### config.mk
export PLATFORM = sky130hd
export DESIGN_NAME = csadd_operand_feeder_flat
export DESIGN_NICKNAME = d
export VERILOG_FILES = /design/src/rtl/csadd_operand_feeder_if.sv /design/src/rtl/csadd_operand_feeder.sv /design/src/flat_wrapper.sv
export SDC_FILE = /design/constraint.sdc
export NUM_CORES = 1
export LEC_CHECK = 0
export CORE_MARGIN = 3
export CORE_UTILIZATION = 45
export DETAILED_ROUTE_END_ITERATION = 16
export PLACE_DENSITY_LB_ADDON = 0.05
export REMOVE_ABC_BUFFERS = 1
export SKIP_CTS_REPAIR_TIMING = 1
export SYNTH_ARGS = -nofsm -noshare
export SYNTH_HDL_FRONTEND = slang
export SYNTH_SLANG_ARGS = --single-unit
### constraint.sdc
create_clock -name clk -period 2.6 [get_ports clk]
set_clock_uncertainty 0.15 [all_clocks]
set_input_delay 0.65 -clock clk [delete_from_list [all_inputs] [get_ports clk]]
set_output_delay 0.65 -clock clk [all_outputs]
set_load 0.005 [all_outputs]
### src/rtl/csadd_operand_feeder_if.sv
// Handshake and serial-output bundle between an operand source, the
// csadd_operand_feeder and the bit-serial carry-save adder.
interface csadd_operand_feeder_if #(parameter int W = 8);
  logic [W-1:0] in_a;
  logic [W-1:0] in_b;
  logic         in_valid;
  logic         in_ready;
  logic         x;
  logic         y;
  logic         out_vld;
  logic         out_first;
  logic         out_last;

  modport master (output in_a, in_b, in_valid,
                  input  in_ready, x, y, out_vld, out_first, out_last);
  modport slave  (input  in_a, in_b, in_valid,
                  output in_ready, x, y, out_vld, out_first, out_last);
endinterface

### src/rtl/csadd_operand_feeder.sv
// Parallel-to-serial operand feeder for the bit-serial carry-save adder: W+1 cycle
// frames (W data bits LSB-first plus one zero pad). CSADD_FEEDER_SKID_EN adds a
// one-entry pending buffer for back-to-back frames.
module csadd_operand_feeder #(
  parameter int W = 8
) (
  input  logic                 clk,
  input  logic                 rst,
  csadd_operand_feeder_if.slave bus
);
  localparam int CW = $clog2(W + 1);
  localparam logic [0:0] IDLE  = 1'b0;
  localparam logic [0:0] SHIFT = 1'b1;

  typedef struct packed {
    logic [W-1:0] a;
    logic [W-1:0] b;
  } pair_t;

  logic [0:0]    state;
  logic [CW-1:0] cnt;
  pair_t         sh;
  logic          live;
  logic          hs;
  logic          pad;

  assign pad = (state == SHIFT) && (cnt == CW'(W));

`ifdef CSADD_FEEDER_SKID_EN
  pair_t pend;
  logic  pend_full;
  assign bus.in_ready = live & ((state == IDLE) | ((state == SHIFT) & ~pend_full));
`else
  assign bus.in_ready = live & (state == IDLE);
`endif

  assign hs = bus.in_valid & bus.in_ready;

  // Shift registers drain to zero after W shifts, so the pad cycle and IDLE
  // present x=y=0 straight from the flops.
  assign bus.x         = sh.a[0];
  assign bus.y         = sh.b[0];
  assign bus.out_vld   = (state == SHIFT);
  assign bus.out_first = (state == SHIFT) && (cnt == '0);
  assign bus.out_last  = pad;

  always_ff @(posedge clk or posedge rst) begin
    if (rst) begin
      state <= IDLE;
      cnt   <= '0;
      sh    <= '0;
      live  <= 1'b0;
`ifdef CSADD_FEEDER_SKID_EN
      pend      <= '0;
      pend_full <= 1'b0;
`endif
    end else begin
      live <= 1'b1;
      if (state == IDLE) begin
        if (hs) begin
          state <= SHIFT;
          cnt   <= '0;
          sh    <= '{a: bus.in_a, b: bus.in_b};
        end
      end else if (!pad) begin
        cnt  <= cnt + 1'b1;
        sh.a <= sh.a >> 1;
        sh.b <= sh.b >> 1;
`ifdef CSADD_FEEDER_SKID_EN
        if (hs) begin
          pend      <= '{a: bus.in_a, b: bus.in_b};
          pend_full <= 1'b1;
        end
`endif
      end else begin
`ifdef CSADD_FEEDER_SKID_EN
        // Pad cycle: a buffered pair, or one handed over right now, starts
        // the next frame with no bubble.
        if (pend_full) begin
          sh        <= pend;
          cnt       <= '0;
          pend_full <= 1'b0;
        end else if (hs) begin
          sh  <= '{a: bus.in_a, b: bus.in_b};
          cnt <= '0;
        end else begin
          state <= IDLE;
        end
`else
        state <= IDLE;
`endif
      end
    end
  end
endmodule

### src/flat_wrapper.sv
// flat-port wrapper written by rule: the top's interface ports become plain ports
module csadd_operand_feeder_flat 
#(
  parameter int W = 8
)
  (clk, rst, bus_in_a, bus_in_b, bus_in_valid, bus_in_ready, bus_x, bus_y, bus_out_vld, bus_out_first, bus_out_last);
  csadd_operand_feeder_if #(.W(W)) bus_i ();
  input  logic clk;
  input  logic rst;
  input wire logic [$bits(bus_i.in_a)-1:0] bus_in_a;
  input wire logic [$bits(bus_i.in_b)-1:0] bus_in_b;
  input wire logic [$bits(bus_i.in_valid)-1:0] bus_in_valid;
  output wire logic [$bits(bus_i.in_ready)-1:0] bus_in_ready;
  output wire logic [$bits(bus_i.x)-1:0] bus_x;
  output wire logic [$bits(bus_i.y)-1:0] bus_y;
  output wire logic [$bits(bus_i.out_vld)-1:0] bus_out_vld;
  output wire logic [$bits(bus_i.out_first)-1:0] bus_out_first;
  output wire logic [$bits(bus_i.out_last)-1:0] bus_out_last;
  assign bus_i.in_a = bus_in_a;
  assign bus_i.in_b = bus_in_b;
  assign bus_i.in_valid = bus_in_valid;
  assign bus_in_ready = bus_i.in_ready;
  assign bus_x = bus_i.x;
  assign bus_y = bus_i.y;
  assign bus_out_vld = bus_i.out_vld;
  assign bus_out_first = bus_i.out_first;
  assign bus_out_last = bus_i.out_last;
  csadd_operand_feeder #(.W(W)) u_core (.clk(clk), .rst(rst), .bus(bus_i));
endmodule
### Yosys cells after proc, flatten, opt, wreduce, memory -nomap -nowiden

Cells that the tools add are included.

| word-level totals | value |
|---|---|
| flip-flop bits (word level) | 22 |
| output and inout port bits | 6 |
| word-level logic and storage cells | 25 |
| input port bits | 19 |

| operators by class | value |
|---|---|
| reductions and logical operators | 5 |
| $add $sub $neg | 1 |
| bitwise logic cells | 3 |
| multiplexer cells | 9 |
| equal/unequal tests | 2 |

Operators by type and width:

| operator | count |
|---|---|
| $mux W16 | 3 |
| $mux W4 | 3 |
| $add A4 B1 Y4 const B | 1 |
| $eq A4 B4 Y1 const B | 1 |
| $logic_not A4 Y1 | 1 |
| $mux W1 | 3 |
| $and A1 B1 Y1 | 2 |
| $logic_and A1 B1 Y1 | 2 |
| $ne A2 B2 Y1 const B | 1 |
| $reduce_and A2 Y1 | 1 |
| $reduce_bool A2 Y1 | 1 |
| $not A1 Y1 | 1 |

### Depth between registers and ports, before layout

| depth | value |
|---|---|
| depth in word-level cells | 5 |
| mapped depth | 7 |
| depth with buffers taken out | 5 |

### Least setup slack after synthesis

Ideal clock, no wire load.

| timing | value |
|---|---|
| path type | flip-flop to flip-flop |
| start | register u_core.cnt[0] |
| end | register u_core.sh, in the netlist u_core.bus.x |
| buffers on the path | 2 |
| data required time | 2.325 ns |
| setup time | 0.125 ns |
| data arrival time | 1.508 ns |
| cell stages (with the launch flop) | 8 |
| clock period less this slack | 1.783 ns |
| slack | 0.817 ns |
| cell sequence | dfrtp_1 -> inv_1 -> ha_1 -> and4b_1 -> buf_6 -> nor2_8 -> buf_8 -> mux2_4 |

| between the ends | value |
|---|---|
| longest elaborated chain between the ends | 4 |

RTL lines:

| element | line | RTL |
|---|---|---|
| start: declaration | csadd_operand_feeder.sv:21 | `logic [CW-1:0] cnt;` |
| start signal: assignment | csadd_operand_feeder.sv:66 | `cnt <= cnt + 1'b1;` |
| $eq A4 B4 Y1 | csadd_operand_feeder.sv:27 | `assign pad = (state == SHIFT) && (cnt == CW'(W));` |
| $logic_and A1 B1 Y1 | csadd_operand_feeder.sv:27 |  |
| named net bus_out_last | flat_wrapper.sv:18 | `output wire logic [$bits(bus_i.out_last)-1:0] bus_out_last;` |
| $ne A2 B2 Y1 (no line) | -- |  |
| $reduce_and A2 Y1 (no line) | -- |  |
| end signal: assignment | csadd_operand_feeder.sv:63 | `sh <= '{a: bus.in_a, b: bus.in_b};` |
| end: declaration | csadd_operand_feeder.sv:22 | `pair_t sh;` |

The timed path passes the listed nets, and every way through them passes these cells.
A chain may end at the register's enable or synchronous reset.

### Worst setup path after layout

| timing | value |
|---|---|
| start | register u_core.state, in the netlist u_core.bus.out_vld |
| end | output bus_in_ready |

| between the ends | value |
|---|---|
| longest elaborated chain between the ends | 2 |

RTL lines:

| element | line | RTL |
|---|---|---|
| start: declaration | csadd_operand_feeder.sv:20 | `logic [0:0] state;` |
| start signal: assignment | csadd_operand_feeder.sv:49 | `state <= IDLE;` |
| start signal: assignment | csadd_operand_feeder.sv:61 | `state <= SHIFT;` |
| start signal: assignment | csadd_operand_feeder.sv:90 | `state <= IDLE;` |
| $not A1 Y1 | csadd_operand_feeder.sv:34 | `assign bus.in_ready = live & (state == IDLE);` |
| $and A1 B1 Y1 | csadd_operand_feeder.sv:34 |  |
| end: declaration | flat_wrapper.sv:13 | `output wire logic [$bits(bus_i.in_ready)-1:0] bus_in_ready;` |

Every way passes these cells.

==> reports/summary.txt <==
Outcome = completed
Net count reported at finish = 138
Final min period = 2.325 ns
Area Overhead vs Synth = 27.14%
Crit path capture type = output port
Min-Delay Path Class = reg -> reg
Starting DRC count in detailed routing = 11
Arrival @ worst endpoint = 1.52 ns
Via density = 5.147
Setup TNS = 0 ns
Max Clock Freq = 430.1 MHz
RePlAce Congestion = 0.6911
Comb pwr share = 0.526
Final wirelength = 2.034 mm
Ant. Diodes = 0
First-pass GRT wire length = 3.519 mm
YS warnings = 0
Fraction of layout cells with a size suffix above 1 = 0.3565
Final setup vio count = 0
Top_reg_cell synth = dfrtp_1
Top cells by area, synth = dfrtp_1 (48%), mux2_2 (20%), mux2_4 (10%), o21ai_0 (3.5%), ha_1 (2.2%)
Placed instance count = 138
Pwr Density = 1028 nW/µm²
Bufs and invs on worst path = 2
Ys async rst share = 1.000
Wire per inst = 14.22 µm
Via count = 736
CP max stage cell = clkdlybuf4s50_1
Required time of the critical path = 1.80 ns
Starting Density = 0.4970
Mapped Cells = 87
Critical path launch point type = flip-flop
Clk buf depth = 2
CTS tree = built
Port Buffers = 24
Detailed Place HPWL = 1.461 mm
I/O pin count = 25
Cell Chain, Critical Path = buf_4 > nor2b_1 > clkdlybuf4s50_1
Row cnt = 17
Synthesized area per cell = 13.25 µm²
Yosys reg bits = 22
Final hold vios = 0
Core Area = 2318 µm²
GRT Util Overall = 0.1402
RSZ-0062 raised after global routing = false
Vias in the first global route = 748
Sequential power share = 0.373
Max-Cap Viols = 0
Internal power = 1.026 mW
Fin area = 1465 µm²
Crit path kind = reg -> out
Max-slew violation count = 0
Count leader, synth = dfrtp_1
Die Height = 56.61 µm
Post-synth top cells = dfrtp_1 (22), mux2_2 (20), mux2_4 (8), o21ai_0 (8), inv_1 (6)
H-tree lvl count = 1
Router iterations before antenna repair = 3
Die ar. = 3204 µm²
Net Sw Frac = 0.3185
Max incr delay on CP = 0.50 ns
Number of synthesized flops with an enable pin = 0
CP top delay family = buffers and inverters
DRC = 0
Final std cells w/o fill = 143
Post-synth top area cell = dfrtp_1
Pin count of the biggest net entering global routing = 23
Placement Cell Area = 1414 µm²
Clock power share = 0.101
Gr ovfl total = 0
WHS = 0.3681 ns
Crit Path Max Fanout = 10
Peak VDD IR = 0.0005747 V
Clock slew at reported path FFs = 0.11 ns
Mapped cell area = 1152 µm²
TritonCTS buffer count = 3
Yosys top cell area share = 0.4777
Distinct cells, synth = 22
Net switching power = 479.5 µW
Final period util = 0.8942
Initial antenna violation count = 0
Clk_lat worst skew = 0.30 ns
ANT nets after route = 0
Clk sink count = 22
Width of the chip = 56.61 µm
Static Leak = 0.7203 nW
Seq/Total Area, Yosys = 0.4777
Power after layout = 1.506 mW
Clock Root Buffer = clkbuf_4
## final timing paths
check / startpoint / to / slack (ns) / cells after the start
max: u_core.bus.out_vld / bus_in_ready / 0.28 / 3
min reg2reg: u_core.sh[7] / u_core.sh[7] / 0.37 / 2
max in group asynchronous: rst / u_core.sh[14] / 1.58 / 3
min in group asynchronous: rst / u_core.bus.y / 0.51 / 3
max reg2reg: u_core.cnt[1] / u_core.sh[6] / 0.54 / 7
min: u_core.sh[7] / u_core.sh[7] / 0.37 / 2
## power groups by stage
stage / logic, mW / clock network, mW / registers (mW)
after floorplan: 0.522 / 0 / 0.582
after global placement: 0.750 / 0 / 0.564
after CTS: 0.777 / 0.158 / 0.564
after detailed placement: 0.777 / 0 / 0.570
final: 0.793 / 0.152 / 0.562
after global routing: 0.857 / 0.172 / 0.581
## stage by stage
| stage | util | worst slack [ns] |
|---|---|---|
| final | 0.6319 | 0.2752 |
| after global routing | 0.6319 | 0.1967 |
| after CTS | 0.6195 | -0.01887 |
| after detailed placement | 0.6098 | 0.3146 |
| after global placement | 0.6098 | 0.3528 |
| after floorplan | - | 0.5364 |
## final cells by class
cell class	instances	area, µm²
clock buffer	3	22.52
sequential	22	550.5
fill	196	853.3
timing repair buffer	30	290.3
multi-input combinational	54	544.3
inverter	6	22.52
tap	28	35.03
## layout by cell type (no fill, tap or decap)
cell type	instances
nand3_1	2
nor2_8	1
clkdlybuf4s50_1	22
o22ai_1	1
buf_4	6
mux2_2	20
conb_1	1
xor2_1	1
ha_1	1
o21ai_0	8
dfrtp_1	22
o31ai_1	2
nor4bb_2	1
mux2_4	8
inv_1	6
nand2_1	3
dlymetal6s2s_1	2
ha_2	1
o211ai_1	1
nor2b_1	1
and4b_1	1
a21oi_4	1
clkbuf_4	3
## logic make-up (layout without fill, tap and decap cells)
logic type / after synthesis / count (layout) / share of synthesized area
muxes: 28 / 28 / 0.2997
DFF: 22 / 22 / 0.4777
AOI/OAI and AO/OA: 13 / 13 / 0.07384
buffers and inverters: 11 / 39 / 0.05754
and+or+nand+nor: 9 / 9 / 0.05864
adders and majority gates: 2 / 2 / 0.02171
other: 1 / 1 / 0.003254
xor gates and xnor gates: 1 / 1 / 0.007602
## registers in the layout, summed over array words and instances, names as in the netlist
| signal | cells |
|---|---|
| u_core.sh | 14 |
| u_core.cnt | 4 |
| u_core.bus.out_vld | 1 |
| u_core.bus.x | 1 |
| u_core.bus.y | 1 |
| u_core.live | 1 |
## routing by layer
layer / track usage / up-vias / share of wire / wire, µm
met5: 0 / - / 0 / 0
met4: 0.04068 / 0 / 0.011 / 23
met3: 0.04368 / 2 / 0.044 / 90
met2: 0.2277 / 13 / 0.50 / 1012
met1: 0.1783 / 362 / 0.45 / 908
li1: - / 359 / - / -
## worst min-delay path, cell delays in order (launching register included)
cell and delay (ns):
dfrtp_1 0.35, o21ai_0 0.08, o31ai_1 0.06
Power figures use the tool's default switching activity.
